<file path="src/rtl/adc_if_pkg.sv">
// ============================================================================
// adc_if_pkg : shared state encoding and frame defaults for the ADC interface
// Rev 1.0
// ============================================================================
`default_nettype none

package adc_if_pkg;

  localparam int DEFAULT_DATA_WIDTH  = 16;
  localparam int DEFAULT_CONV_CYCLES = 50;

  localparam logic [1:0] IDLE    = 2'd0;
  localparam logic [1:0] CONVERT = 2'd1;
  localparam logic [1:0] SHIFT   = 2'd2;

  typedef enum logic [1:0] {
    ST_IDLE    = IDLE,
    ST_CONVERT = CONVERT,
    ST_SHIFT   = SHIFT
  } state_t;

  // Counter width that stays legal for a count of 1.
  function automatic int cnt_width(input int n);
    return (n > 1) ? $clog2(n) : 1;
  endfunction

endpackage

`default_nettype wire

</file>
<file path="src/rtl/sync_edge.sv">
// ============================================================================
// sync_edge : multi-stage synchronizer with history FF and edge detection
// Rev 1.0
// ============================================================================
`default_nettype none

module sync_edge #(
  parameter int SYNC_STAGES = 2
) (
  input  logic clk,
  input  logic rst,
  input  logic d,
  output logic q,
  output logic rise,
  output logic fall
);

  logic [SYNC_STAGES-1:0] r_sync;
  logic                   r_hist;

  always_ff @(posedge clk) begin
    if (!rst) begin
      r_sync <= '0;
      r_hist <= 1'b0;
    end else begin
      r_sync <= {r_sync[SYNC_STAGES-2:0], d};
      r_hist <= r_sync[SYNC_STAGES-1];
    end
  end

  assign q    = r_sync[SYNC_STAGES-1];
  assign rise = q & ~r_hist;
  assign fall = ~q & r_hist;

endmodule

`default_nettype wire

</file>
<file path="src/rtl/adc_spi_responder.sv">
// ============================================================================
// adc_spi_responder : ADC-side CNV/BUSY/SCK/MISO emulator (latch, convert, shift)
// Rev 1.0
// ============================================================================
`default_nettype none

module adc_spi_responder
  import adc_if_pkg::*;
#(
  parameter int DATA_WIDTH  = DEFAULT_DATA_WIDTH,
  parameter int CONV_CYCLES = DEFAULT_CONV_CYCLES,
  parameter int SYNC_STAGES = 2
) (
  input  logic                  clk,
  input  logic                  rst,
  input  logic                  cnv,
  input  logic                  sck,
  input  logic [DATA_WIDTH-1:0] sample_data,
  output logic                  sample_taken,
  output logic                  busy,
  output logic                  miso,
  output logic                  frame_done,
  output logic                  overrun
);

  localparam int BW = $clog2(DATA_WIDTH + 1);
  localparam int CW = cnt_width(CONV_CYCLES);

  state_t                r_state;
  logic [DATA_WIDTH-1:0] r_shift;
  logic [BW-1:0]         r_bits;
  logic [CW-1:0]         r_conv;

  logic w_cnv_q, w_cnv_rise, w_cnv_fall;
  logic w_sck_q, w_sck_rise, w_sck_fall;
  logic w_enter;
  logic w_unused_sync;
  logic [DATA_WIDTH-1:0] w_next_shift;

  sync_edge #(.SYNC_STAGES(SYNC_STAGES)) u_cnv_sync (
    .clk (clk), .rst (rst), .d (cnv),
    .q (w_cnv_q), .rise (w_cnv_rise), .fall (w_cnv_fall)
  );

  sync_edge #(.SYNC_STAGES(SYNC_STAGES)) u_sck_sync (
    .clk (clk), .rst (rst), .d (sck),
    .q (w_sck_q), .rise (w_sck_rise), .fall (w_sck_fall)
  );

  assign w_unused_sync = w_cnv_q ^ w_cnv_fall ^ w_sck_q;
  assign w_next_shift  = r_shift << 1;
  // A new conversion starts from IDLE or aborts a readout; in CONVERT it is only flagged.
  assign w_enter       = w_cnv_rise && (r_state != ST_CONVERT);

  always_ff @(posedge clk) begin
    if (!rst) begin
      r_state      <= ST_IDLE;
      r_shift      <= '0;
      r_bits       <= '0;
      r_conv       <= '0;
      busy         <= 1'b0;
      miso         <= 1'b0;
      sample_taken <= 1'b0;
      frame_done   <= 1'b0;
      overrun      <= 1'b0;
    end else begin
      sample_taken <= 1'b0;
      frame_done   <= 1'b0;
      overrun      <= w_cnv_rise && (r_state != ST_IDLE);

      case (r_state)
        ST_IDLE: begin
          busy <= 1'b0;
          miso <= 1'b0;
        end
        ST_CONVERT: begin
          // First cycle only raises busy so that it stays high CONV_CYCLES cycles.
          if (!busy) begin
            busy <= 1'b1;
          end else if (r_conv == '0) begin
            busy    <= 1'b0;
            miso    <= r_shift[DATA_WIDTH-1];
            r_state <= ST_SHIFT;
          end else begin
            r_conv <= r_conv - 1'b1;
          end
        end
        ST_SHIFT: begin
          if (w_sck_rise) begin
            r_bits <= r_bits + 1'b1;
            if (r_bits == BW'(DATA_WIDTH - 1)) begin
              frame_done <= 1'b1;
              miso       <= 1'b0;
              r_state    <= ST_IDLE;
            end
          end else if (w_sck_fall) begin
            r_shift <= w_next_shift;
            miso    <= w_next_shift[DATA_WIDTH-1];
          end
        end
        default: r_state <= ST_IDLE;
      endcase

      // Overrides any same-cycle sck action: cnv always wins.
      if (w_enter) begin
        r_shift      <= sample_data;
        sample_taken <= 1'b1;
        r_conv       <= CW'(CONV_CYCLES - 1);
        r_bits       <= '0;
        busy         <= 1'b0;
        miso         <= 1'b0;
        frame_done   <= 1'b0;
        r_state      <= ST_CONVERT;
      end
    end
  end

endmodule

`default_nettype wire

</file>
<file path="config.mk">
export PLATFORM = sky130hd
export DESIGN_NAME = adc_spi_responder
export DESIGN_NICKNAME = d
export VERILOG_FILES = /design/src/rtl/adc_if_pkg.sv /design/src/rtl/sync_edge.sv /design/src/rtl/adc_spi_responder.sv
export SDC_FILE = /design/constraint.sdc
export NUM_CORES = 1
export LEC_CHECK = 0
export ABC_CLOCK_PERIOD_IN_PS = 5700
export BUFFER_PORTS_ARGS = -buffer_cell sky130_fd_sc_hd__buf_2
export CORE_MARGIN = 2
export CORE_UTILIZATION = 60
export DETAILED_ROUTE_END_ITERATION = 7
export GPL_TIMING_DRIVEN = 0
export PLACE_DENSITY = 0.83
export SETUP_SLACK_MARGIN = 0.15
export SLEW_MARGIN = 20
export SYNTH_ARGS = -nofsm -noshare
export SYNTH_HDL_FRONTEND = slang
export SYNTH_SLANG_ARGS = --single-unit
</file>
<file path="constraint.sdc">
create_clock -name clk -period 5.7 [get_ports clk]
set_clock_uncertainty 0.15 [all_clocks]
set_input_delay 0.57 -clock clk [delete_from_list [all_inputs] [get_ports clk]]
set_output_delay 0.57 -clock clk [all_outputs]
set_load 0.01 [all_outputs]
</file>
; ---- Yosys cells after proc, flatten, opt, wreduce, memory -nomap -nowiden
; Cells that the tools add are included.
; Widths: inputs -> output; s select.
[word_totals]
ff_bits = 40
in_bits = 20
output_inout_bits = 5
word_cells = 90
[op_classes]
add_sub_neg = 2
eq_ne = 17
muxes = 25
bitwise_logic = 11
reduce_logical = 20
[ops]
columns = operator, n
row1 = $mux 16, 4
row2 = $mux 6, 4
row3 = $reduce_and 5->1, 3
row4 = $ne 2x2->1 const B, 6
row5 = $ne 3x3->1 const B, 4
row6 = $reduce_bool 2->1, 6
row7 = $mux 1, 10
row8 = $reduce_and 3->1, 3
row9 = $mux 2, 4
row10 = $not 1->1, 8
row11 = $logic_not 6->1, 1
row12 = $pmux 2 s3, 1
row13 = $sub 6x1->6 const B, 1
row14 = $add 5x1->5 const B, 1
row15 = $eq 5x4->1 const B, 1
row16 = $ne 2x1->1 const B, 2
row17 = $reduce_or 4->1, 1
row18 = $and 1x1->1, 3
row19 = $ne 3x1->1 const B, 1
row20 = $ne 3x2->1 const B, 1
row21 = $pmux 1 s3, 1
row22 = $reduce_bool 3->1, 1
row23 = $eq 2x1->1 const B, 1
row24 = $eq 2x2->1 const B, 1
row25 = 5 further kinds, 6

; ---- Depth between registers and ports, before layout
[logic_depth]
ltp_word = 6
depth_mapped = 7
mapped_depth_nobuf = 7

; ---- Hierarchy
; Synthesis repeated with hierarchy kept, for this count alone.
[unflattened]
hier_cells = 207
area_unflattened_um2 = 1798.0
[by_module_without_submodules]
columns = mod, instances, cells_per_inst, area_each_um2, seq_area_each_um2
row1 = adc_spi_responder, 1, 191, 1615.3, 680.7
row2 = sync_edge, 2, 8, 91.3, 60.1

; ---- Worst setup path after synthesis
; Ideal clock, no wire load.
[synth_timing]
kind = reg-to-reg
startpoint = register r_conv[0]
endpoint = register r_state[0]
setup_time_ns = 0.116
t_arrival_ns = 1.543
required_time_ns = 5.434
slack_ns = 3.892
path_stages_with_launch = 7
n_path_buf = 0
period_less_slack_ns = 1.808
cell_sequence = dfxtp_1 > inv_1 > ha_1 > or4b_4 > o31ai_4 > nand2_1 > a31o_1
[synth_between]
elab_chain_cells = 3
[synth_lines]
columns = element, line_no
row1 = start: declaration, adc_spi_responder.sv:32  ; logic [CW-1:0] r_conv;
row2 = start signal: assignment, adc_spi_responder.sv:85  ; r_conv <= r_conv - 1'b1;
row3 = start signal: assignment, adc_spi_responder.sv:108  ; r_conv <= CW'(CONV_CYCLES - 1);
row4 = $logic_not 6->1, adc_spi_responder.sv:80  ; end else if (r_conv == '0) begin
row5 = $ne 3x3->1 (no source line), -
row6 = $reduce_and 5->1 (no source line), -
row7 = end signal: assignment, adc_spi_responder.sv:83  ; r_state <= ST_SHIFT;
row8 = end signal: assignment, adc_spi_responder.sv:94  ; r_state <= ST_IDLE;
row9 = end signal: assignment, adc_spi_responder.sv:101  ; default: r_state <= ST_IDLE;
row10 = end: declaration, adc_spi_responder.sv:29  ; state_t r_state;
; No other way between the ends.
; A chain may end at the register's enable or synchronous reset.

; ---- Worst setup path in the final report
[layout_timing]
startpoint = register r_state[1]
endpoint = register r_bits[0]
[layout_between]
elab_chain_cells = 3
elab_cells_between_ends = 5
cone_classes = 2 x eq/ne / 3 x reduce/logical
[layout_lines]
columns = element, line_no
row1 = start signal: assignment, adc_spi_responder.sv:57  ; r_state <= ST_IDLE;
row2 = start signal: assignment, adc_spi_responder.sv:83
row3 = start signal: assignment, adc_spi_responder.sv:94
row4 = $ne 2x1->1, adc_spi_responder.sv:53  ; assign w_enter = w_cnv_rise && (r_state != ST_CONVERT);
row5 = $logic_and 1x1->1, adc_spi_responder.sv:53
row6 = $reduce_or 2->1 (no source line), -
row7 = end signal: assignment, adc_spi_responder.sv:90  ; r_bits <= r_bits + 1'b1;
row8 = end: declaration, adc_spi_responder.sv:31  ; logic [BW-1:0] r_bits;
; Parallel ways exist; a longest one is shown, timed or not.

==> results.json <==
{
  "r2r_start": "r_state[1]",
  "synth_edf_count": 0,
  "drtIter0Drc": 67,
  "r2r_setup_slack_ps": 3580,
  "slowest_delay_ps": 410,
  "synth-async-reset-ratio": 0,
  "num_antenna_cells": 0,
  "cap_violations": 0,
  "n_fill_cell": 229,
  "route.detailed.drc": 0,
  "grt_overflow": 0,
  "numCtsBuffers": 5,
  "fin_ws_ps": 3580,
  "wirelength_mm": 3.28,
  "worst_skew_pair.late_latency_ps": 340,
  "cts_tree": "yes",
  "outcome": "finished clean",
  "yosys-top-cells-area": "dfxtp_1 45%, mux2i_1 10%, a211oi_1 7.2%, ha_1 5.6%, nor2_1 5.3%",
  "hold_end": "u_cnv_sync.r_sync[0]",
  "grt_max_degree": 12,
  "seq_area_frac_synth": 0.450,
  "core_sq_um": 2780,
  "yosysTopAreaCell": "dfxtp_1",
  "hp-class": "primary input to register",
  "ctsRootBufferMaster": "clkbuf_4",
  "yosysMostFrequentCell": "dfxtp_1",
  "synthTopCellsByCount": "40 x dfxtp_1, 25 x nor2_1, 18 x mux2i_1",
  "path_class": "register to register",
  "drt-wirelength-per-cell_microns": 13.3,
  "power_mw": 0.468,
  "netlist_area_sq_um": 1780,
  "critPathLaunchType": "register",
  "tightest_slew_ps": 437,
  "timing.hold.ws_ps": 281,
  "cp_cell_sequence": "inv_1 > ha_1 > nor2_1 > nand2_1 > nand2_1 > clkbuf_1 > nor2_1",
  "dieArea_sq_um": 3420,
  "place_ws_ps": 3590,
  "ir_drop_v": 0.000212,
  "slew_headroom": 0.709,
  "grt_pass1_wl_mm": 5.87,
  "syn-num-nets": 213,
  "port_buffers": 24,
  "min_period_ps": 2120,
  "crit_family": "simple AND/OR/NAND/NOR gates",
  "hold_violations": 0,
  "grt_pass1_vias": 1371,
  "clock.fmax_mhz": 472,
  "postCtsSetupBuffers": 0,
  "p_leak_nw": 0.908,
  "endpoint_kind": "register",
  "rsz0062_at_grt": "no",
  "num_vias": 1370,
  "vias_per_cell": 5.55,
  "fp-row-count": 19,
  "clk_pin_slew_ps": 110,
  "path_buf_inv": 2,
  "tns_ps": 0,
  "cp_slowest_cell": "dfxtp_1",
  "synthCells": 185,
  "fin_util": 0.713,
  "syn_area_per_cell_sq_um": 9.62,
  "hold_path_depth": 2,
  "htree_levels": 2,
  "die_x_microns": 58.5,
  "synth_top_cell_area_share": 0.450,
  "worst-path-max-fanout": 10,
  "timing.rr.end": "r_bits[0]",
  "drtPass1Iterations": 4,
  "cts_hold_buffers": 0,
  "arrival_ps": 2190,
  "reg2regPathDepth": 7,
  "drive_above_1_share": 0.181,
  "synthFlopType": "dfxtp_1",
  "initial_core_util": 0.640,
  "die_y_microns": 58.5,
  "ant_nets": 0,
  "setup_viol": 0,
  "slew_viol_final": 0,
  "area_delta_synth_final_pct": 11.5,
  "powerDensity_nw_per_um2": 236,
  "ys_ff_latch": 40,
  "cp.required_ps": 5770,
  "clock-sinks": 40,
  "place_congestion": 0.787,
  "antenna_found_initial": 0,
  "yosys_warnings": 0,
  "synth_cell_types": 33,
  "finalCritPeriodShare": 0.371,
  "hp-start": "cnv",
  "post-dp-hpwl_mm": 2.47,
  "ctsResizeCount": 0,
  "track_usage": 0.225,
  "final_nets": 244,
  "clockBufferDepth": 2,
  "io_pins": 25
}
==> area by class of cell <==
cell class,instances,area (sq um),share of cell area
plain buffers,10,46.3,0.0233
clock inverters,1,5.00,0.00252
flip-flops and latches,40,801,0.404
inverters,9,33.8,0.0170
repair buffers,24,120,0.0605
clock buffers,6,41.3,0.0208
multi-input cells,126,898,0.453
well taps,31,38.8,0.0195
==> sequential cells by signal, summed over array words and instances (netlist names), 2 cells and up <==
signal / count
r_conv: 6
u_cnv_sync.r_sync: 2
r_bits: 5
r_state: 2
r_shift: 16
u_sck_sync.r_sync: 2
==> through the flow <==
| step | std cells | area (sq um) |
|---|---|---|
| after global placement | 240 | 1940 |
| after global routing | 247 | 1980 |
| final | 247 | 1980 |
| after floorplan | 185 | 1780 |
| after CTS | 247 | 1980 |
| after detailed placement | 240 | 1940 |
==> worst max path at each step <==
stage / start / cells past startpoint / endpoint
2_1_floorplan: r_conv[0] / 6 / r_state[0]
6_report: r_state[1] / 7 / r_bits[0]
3_3_place_gp: r_state[1] / 7 / frame_done
3_5_place_dp: r_state[1] / 7 / r_bits[0]
4_1_cts: r_state[1] / 7 / r_bits[0]
5_1_grt: r_state[1] / 7 / r_bits[0]
==> cell families after synthesis <==
| logic type | Yosys count | synth area share |
|---|---|---|
| buffers and inverters | 19 | 0.0450 |
| adders and majority gates | 8 | 0.0563 |
| xor gates and xnor gates | 7 | 0.0345 |
| muxes | 18 | 0.101 |
| DFF | 40 | 0.450 |
| and+or+nand+nor | 62 | 0.175 |
| AOI/OAI and AO/OA | 31 | 0.138 |
==> power breakdown <==
part	switching (mW)	total [mW]	internal (mW)
Clock	0.0850	0.130	0.0455
Combinational	0.0235	0.0422	0.0187
Sequential	0.00583	0.295	0.289
==> cells in the final DEF, fill, tap and decap left out, types with 5 or more instances in the layout <==
cell       n
dfxtp_1   40
buf_2     28
nor2_1    25
mux2i_1   18
a211oi_1  17
nand2_1    9
inv_1      8
ha_1       8
clkbuf_1   6
and2_1     6
clkbuf_4   5
==> metal layers <==
metal	global-route usage	vias to the layer above	part of all wire
met5	0	-	0
met2	0.392	25	0.50
met3	0.0681	4	0.042
li1	-	704	-
met1	0.262	637	0.45
met4	0.0731	0	0.0082
No activity file was read; power rests on OpenSTA's default activity.
